[src/rtl/alu_sequencer_pkg.sv]
`default_nettype none
// ============================================================================
// Module      : alu_sequencer_pkg
// Description : Shared constants, ALU op codes and sequencer state encoding.
// Revision    : 1.0 - initial release
// ============================================================================
package alu_sequencer_pkg;

  localparam int DATA_W = 16;
  localparam int IDX_W  = 3;

  // ALU operation codes
  localparam logic [1:0] ADD = 2'b00;
  localparam logic [1:0] SUB = 2'b01;
  localparam logic [1:0] AND = 2'b10;
  localparam logic [1:0] NOT = 2'b11;

  typedef enum logic [2:0] {
    S_IDLE   = 3'd0,
    S_LOAD_A = 3'd1,
    S_LOAD_B = 3'd2,
    S_EXEC   = 3'd3,
    S_WRITE  = 3'd4
  } state_t;

endpackage
`default_nettype wire

[src/rtl/alu.sv]
`default_nettype none
// ============================================================================
// Module      : alu
// Description : 16-bit ALU: add, subtract, bitwise and, invert B; zero flag.
// Revision    : 1.0 - initial release
// ============================================================================
module alu (
  input  logic [15:0] Ain,
  input  logic [15:0] Bin,
  input  logic [1:0]  ALUop,
  output logic [15:0] out,
  output logic        Z
);

  // Select the operation; carry and borrow fall off the top bit.
  always_comb begin
    out = 16'h0000;
    case (ALUop)
      2'b00:   out = Ain + Bin;
      2'b01:   out = Ain - Bin;
      2'b10:   out = Ain & Bin;
      default: out = ~Bin;
    endcase
  end

  assign Z = (out == 16'h0000);

endmodule
`default_nettype wire

[src/rtl/alu_sequencer_regfile.sv]
`default_nettype none
// ============================================================================
// Module      : alu_sequencer_regfile
// Description : NREGS x DATA_W register file, one synchronous write port,
//               combinational operand and debug read ports, async clear.
// Revision    : 1.0 - initial release
// ============================================================================
module alu_sequencer_regfile #(
  parameter int DATA_W = 16,
  parameter int NREGS  = 8
) (
  input  logic              clk,
  input  logic              reset,
  input  logic              we,
  input  logic [2:0]        waddr,
  input  logic [DATA_W-1:0] wdata,
  input  logic [2:0]        raddr,
  output logic [DATA_W-1:0] rdata,
  input  logic [2:0]        dbg_addr,
  output logic [DATA_W-1:0] dbg_data
);

  logic [DATA_W-1:0] r_mem [NREGS];

  // Storage: cleared asynchronously, written on the commit edge.
  always_ff @(posedge clk or posedge reset) begin
    if (reset) begin
      for (int i = 0; i < NREGS; i++) r_mem[i] <= '0;
    end else if (we) begin
      r_mem[waddr] <= wdata;
    end
  end

  assign rdata    = r_mem[raddr];
  assign dbg_data = r_mem[dbg_addr];

endmodule
`default_nettype wire

[src/rtl/alu_sequencer.sv]
`default_nettype none
// ============================================================================
// Module      : alu_sequencer
// Description : Multi-cycle command sequencer driving the ALU from a small
//               register file (load-immediate and two-operand ALU commands).
// Revision    : 1.0 - initial release
// ============================================================================
module alu_sequencer #(
  parameter int DATA_W = 16,
  parameter int NREGS  = 8
) (
  input  logic              clk,
  input  logic              reset,
  input  logic              cmd_valid,
  output logic              cmd_ready,
  input  logic              cmd_load,
  input  logic [1:0]        cmd_alu_op,
  input  logic [2:0]        cmd_rd,
  input  logic [2:0]        cmd_rn,
  input  logic [2:0]        cmd_rm,
  input  logic [DATA_W-1:0] cmd_imm,
  output logic              done,
  output logic [DATA_W-1:0] result,
  output logic              status_z,
  input  logic [2:0]        dbg_sel,
  output logic [DATA_W-1:0] dbg_data
);

  import alu_sequencer_pkg::*;

  state_t            r_state;
  state_t            w_state_nxt;
  logic [IDX_W-1:0]  r_rd;
  logic [IDX_W-1:0]  r_rn;
  logic [IDX_W-1:0]  r_rm;
  logic [1:0]        r_op;
  logic [DATA_W-1:0] r_a;
  logic [DATA_W-1:0] r_b;
  logic [DATA_W-1:0] r_c;
  logic              r_z;
  logic [IDX_W-1:0]  w_raddr;
  logic [DATA_W-1:0] w_rdata;
  logic [DATA_W-1:0] w_alu_out;
  logic              w_alu_z;
  logic              w_accept;
  logic              w_we;

  assign w_accept  = (r_state == S_IDLE) && cmd_valid;
  assign w_we      = (r_state == S_WRITE);
  // One shared operand port: rm is needed only while loading B.
  assign w_raddr   = (r_state == S_LOAD_B) ? r_rm : r_rn;

  assign cmd_ready = (r_state == S_IDLE);
  assign done      = w_we;
  assign result    = r_c;
  assign status_z  = r_z;

  // State register.
  always_ff @(posedge clk or posedge reset) begin
    if (reset) r_state <= S_IDLE;
    else       r_state <= w_state_nxt;
  end

  // Next-state decode.
  always_comb begin
    w_state_nxt = r_state;
    case (r_state)
      S_IDLE:   if (cmd_valid) w_state_nxt = cmd_load ? S_WRITE : S_LOAD_A;
      S_LOAD_A: w_state_nxt = S_LOAD_B;
      S_LOAD_B: w_state_nxt = S_EXEC;
      S_EXEC:   w_state_nxt = S_WRITE;
      S_WRITE:  w_state_nxt = S_IDLE;
      default:  w_state_nxt = S_IDLE;
    endcase
  end

  // Command capture and operand/result staging.
  always_ff @(posedge clk or posedge reset) begin
    if (reset) begin
      r_rd <= '0;
      r_rn <= '0;
      r_rm <= '0;
      r_op <= ADD;
      r_a  <= '0;
      r_b  <= '0;
      r_c  <= '0;
      r_z  <= 1'b0;
    end else begin
      if (w_accept) begin
        r_rd <= cmd_rd;
        r_rn <= cmd_rn;
        r_rm <= cmd_rm;
        r_op <= cmd_alu_op;
        // Loads bypass the ALU; C is ready for the WRITE cycle directly.
        if (cmd_load) r_c <= cmd_imm;
      end
      if (r_state == S_LOAD_A) r_a <= w_rdata;
      if (r_state == S_LOAD_B) r_b <= w_rdata;
      if (r_state == S_EXEC) begin
        r_c <= w_alu_out;
        r_z <= w_alu_z;
      end
    end
  end

  alu u_alu (
    .Ain   (r_a),
    .Bin   (r_b),
    .ALUop (r_op),
    .out   (w_alu_out),
    .Z     (w_alu_z)
  );

  alu_sequencer_regfile #(
    .DATA_W (DATA_W),
    .NREGS  (NREGS)
  ) u_regfile (
    .clk      (clk),
    .reset    (reset),
    .we       (w_we),
    .waddr    (r_rd),
    .wdata    (r_c),
    .raddr    (w_raddr),
    .rdata    (w_rdata),
    .dbg_addr (dbg_sel),
    .dbg_data (dbg_data)
  );

endmodule
`default_nettype wire
[config.mk]
export PLATFORM = sky130hd
export DESIGN_NAME = alu_sequencer
export DESIGN_NICKNAME = d
export VERILOG_FILES = /design/src/rtl/alu_sequencer_pkg.sv /design/src/rtl/alu.sv /design/src/rtl/alu_sequencer_regfile.sv /design/src/rtl/alu_sequencer.sv
export SDC_FILE = /design/constraint.sdc
export NUM_CORES = 1
export LEC_CHECK = 0
export ABC_AREA = 1
export CAP_MARGIN = 20
export CORE_MARGIN = 4
export CORE_UTILIZATION = 30
export CTS_BUF_LIST = sky130_fd_sc_hd__clkbuf_16
export DETAILED_ROUTE_END_ITERATION = 10
export HOLD_SLACK_MARGIN = 0.12
export PLACE_DENSITY = 0.46
export SYNTH_ARGS = -nofsm -noshare
export SYNTH_HDL_FRONTEND = slang
export SYNTH_SLANG_ARGS = --single-unit
[constraint.sdc]
create_clock -name clk -period 10.4 [get_ports clk]
set_input_delay 1.56 -clock clk [delete_from_list [all_inputs] [get_ports clk]]
set_output_delay 1.56 -clock clk [all_outputs]
set_load 0.03 [all_outputs]
==> summary.md <==
| Metric | Value |
|---|---|
| TritonRoute pass-1 iters | 5 |
| Maxcap violations | 0 |
| Vias in the first global route | 9962 |
| Sw Share | 50.7% |
| Gr usage total | 18.7% |
| Grt total ovfl | 0 |
| Distinct cell type count after synthesis | 38 |
| # hold bufs at CTS | 0 |
| Port Buf Inserts | 68 |
| Wire length per cell | 18.5 um |
| EDFF count, synth | 0 |
| Reg power frac | 28.8% |
| Synth Warn # | 0 |
| Worst-Skew Late Latency | 0.44 ns |
| Placeable Area | 35700 sq um |
| CP required | 8.84 ns |
| Global-route wire length before repair | 57500 um |
| VDD IR max | 0.168 mV |
| Final Max Tran Viols | 0 |
| Largest net degree at the start of global routing | 125 |
| Final Hold Vio Count | 0 |
| Synth Net Count | 1546 |
| Root Buffer | clkbuf_16 |
| Crit path largest cell delay | 0.72 ns |
| Placer Congestion | 0.835 |
| Nets | 1565 |
| Slew @ Worst Pin | 0.981 ns |
| PnR Total Power | 4.65 mW |
| Worst Setup Path Type | in -> out |
| P per Cell Area | 370 nW/um^2 |
| CTS resizes | 0 |
| Row cnt | 69 |
| Initial Util | 30.6% |
| Synth Instances | 1494 |
| Largest cells by area after synthesis | dfrtp_1 44%, o21ai_0 12%, nand2_1 11% |
| Iteration-0 DRC count of the detailed router | 711 |
| Die ar. | 39600 sq um |
| Residual DRC | 0 |
| Num CTS Buffers | 17 |
| Post-synth top area share | 43.7% |
| Post-synth top flop | dfrtp_1 |
| Cell breakdown of the critical path | clkdlybuf4s50_1, buf_4, inv_1, buf_4, a21oi_1, o21ai_0, nand2_1, nor2_1, a31oi_1, clkdlybuf4s50_1 |
| Post-route clock period utilization | 58.1% |
| P&R area growth vs syn | 14.8% |
| DIE WIDTH | 199 um |
| Cell Int Power | 2.29 mW |
| CTS Buffer Depth | 2 |
| Most frequent cell after synthesis | nand2_1 |
| Worst Reg-to-Reg Cells | 18 |
| Status | finished clean |
| Final HPWL DP | 24400 um |
| Syn Area/Cell | 7.32 sq um |
| Synth Register Bits | 191 |
| Share of cells above drive strength 1 | 4.66% |
| Cell taking the most area after synthesis | dfrtp_1 |
| Combinational fraction of design power | 56.1% |
| Post-synthesis sequential area ratio | 43.7% |
| Vias per std cell | 5.12 |
| Die Height | 199 um |
| P_leak | 5.71 nW |
| Crit path DAT | 4.48 ns |
| Crit Path Max Fanout | 33 |
| DR top layer | met4 |
| Crit path time final | 6.04 ns |
| Final setup TNS | 0 ns |
| Synth top cells by count | 323 x nand2_1, 268 x o21ai_0, 191 x dfrtp_1, 162 x inv_1, 153 x nor2_1 |
| Clock Power Share | 15.0% |
| Critical Path Sink Type | primary output |
| RSZ-0062 raised after global routing | false |
| Worst path slowest cell | clkdlybuf4s50_1 |
| Total number of vias | 10.2k |
| Num Clock Sinks | 191 |
| Slew margin rel. | 34.5% |
| Worst-path clk slew | 0.07 ns |
| Register area | 4780 sq um |
| Setup Buffers After CTS | 0 |
| Met3 WL | 1570 um |
| Fillers | 3861 |
| Routed WL | 36800 um |
| Footprint of the multi-input gates | 5160 sq um |
| CTS tree | done |
| Hold Path Class | reg -> reg |
| Diode count | 0 |
| Wl on met1 | 17100 um |
| Fmax | 166 MHz |
| IO Count | 69 |
| Synth Cell Area | 10900 sq um |
| WL met2 | 17500 um |
| Async SR Flop Fraction | 100% |
| CP Launch Type | primary input |
| Min-Delay Path Depth | 2 |
| H-tree Lvls | 4 |
| Antenna viol nets, final | 0 |
| Setup violations, final | 0 |
| Setup Skew | 0.0125 ns |
| Net Sw Power | 2.36 mW |
| Initial antenna violation count | 0 |
==> area by class of cell <==
type,instances,share of cell area [%]
tap,461,4.60
timing repair buffer,83,6.28
sequential,191,38.1
multi-input combinational,1049,41.1
inverter,171,5.17
clock inverter,13,1.40
clock buffer,17,3.39
==> kinds of logic after synthesis <==
family | Yosys count | synth area share (%)
fa+ha+maj | 18 | 2.13
simple gates | 541 | 19.7
mux | 4 | 0.412
xor+xnor | 14 | 1.12
buf+inv | 254 | 9.26
compound gates | 472 | 23.6
flops | 191 | 43.7
==> final timing paths <==
kind                                      from                  end  slack [ns]
hold / removal             u_regfile.r_mem[63]  u_regfile.r_mem[63]        0.50
hold reg to reg            u_regfile.r_mem[63]  u_regfile.r_mem[63]        0.50
max in group asynchronous                reset  u_regfile.r_mem[53]        7.24
setup / recovery                    dbg_sel[1]         dbg_data[10]        4.36
min in group asynchronous                reset              r_rm[0]        1.69
setup reg to reg                       r_op[1]             status_z        6.71
==> critical path: cells and delay by family <==
family	cells	cell delay, ns
AOI/OAI and AO/OA	3	0.47
buffers and inverters	5	2.28
and+or+nand+nor	2	0.14
==> placed cells by master (no fill, tap or decap), drive strengths merged, types with 2 or more instances in the layout <==
master / count
dfrtp: 191
a31oi: 28
o22ai: 10
clkinv: 8
nor3: 3
xor2: 13
o31ai: 2
clkdlybuf4s50: 67
o211ai: 2
nor2: 159
nand4: 7
a21oi: 90
inv: 171
o221ai: 36
nand2: 326
nand3: 40
mux2: 4
o21ai: 303
buf: 16
bufinv: 4
nand3b: 3
ha: 17
clkbuf: 17
==> routing by layer <==
metal	track usage, %	vias up
li1	-	4984
met1	25.7	4909
met2	31.0	228
met3	2.79	36
met4	4.66	0
met5	0	-
==> registers in the layout (all words and copies together), names as in the netlist <==
signal / count
u_regfile.r_mem: 128
r_a: 16
r_b: 16
result: 16
r_rd: 3
r_rm: 3
r_rn: 3
r_state: 3
r_op: 2
status_z: 1
==> per-stage QoR <==
| step | worst slack (ns) | utilization (%) | hold slack [ns] | area, sq um | cells |
|---|---|---|---|---|---|
| global route | 4.17 | 35.1 | 0.522 | 12600 | 1985 |
| CTS | 4.34 | 35.1 | 0.502 | 12600 | 1985 |
| floorplan | 3.64 | - | 0.464 | 10900 | 1494 |
| detailed placement | 4.35 | 33.4 | 0.484 | 12000 | 1955 |
| global placement | 4.38 | 33.4 | 0.480 | 12000 | 1955 |
| finish | 4.36 | 35.1 | 0.503 | 12600 | 1985 |
==> power by group through the flow <==
stage | Sequential [mW] | Combinational (mW) | Clock (mW)
finish | 1.34 | 2.61 | 0.699
global route | 1.38 | 2.95 | 0.741
CTS | 1.34 | 2.63 | 0.715
detailed placement | 1.35 | 2.62 | 0
global placement | 1.35 | 2.60 | 0
floorplan | 1.31 | 1.81 | 0
(Power assumes the default switching activity.)
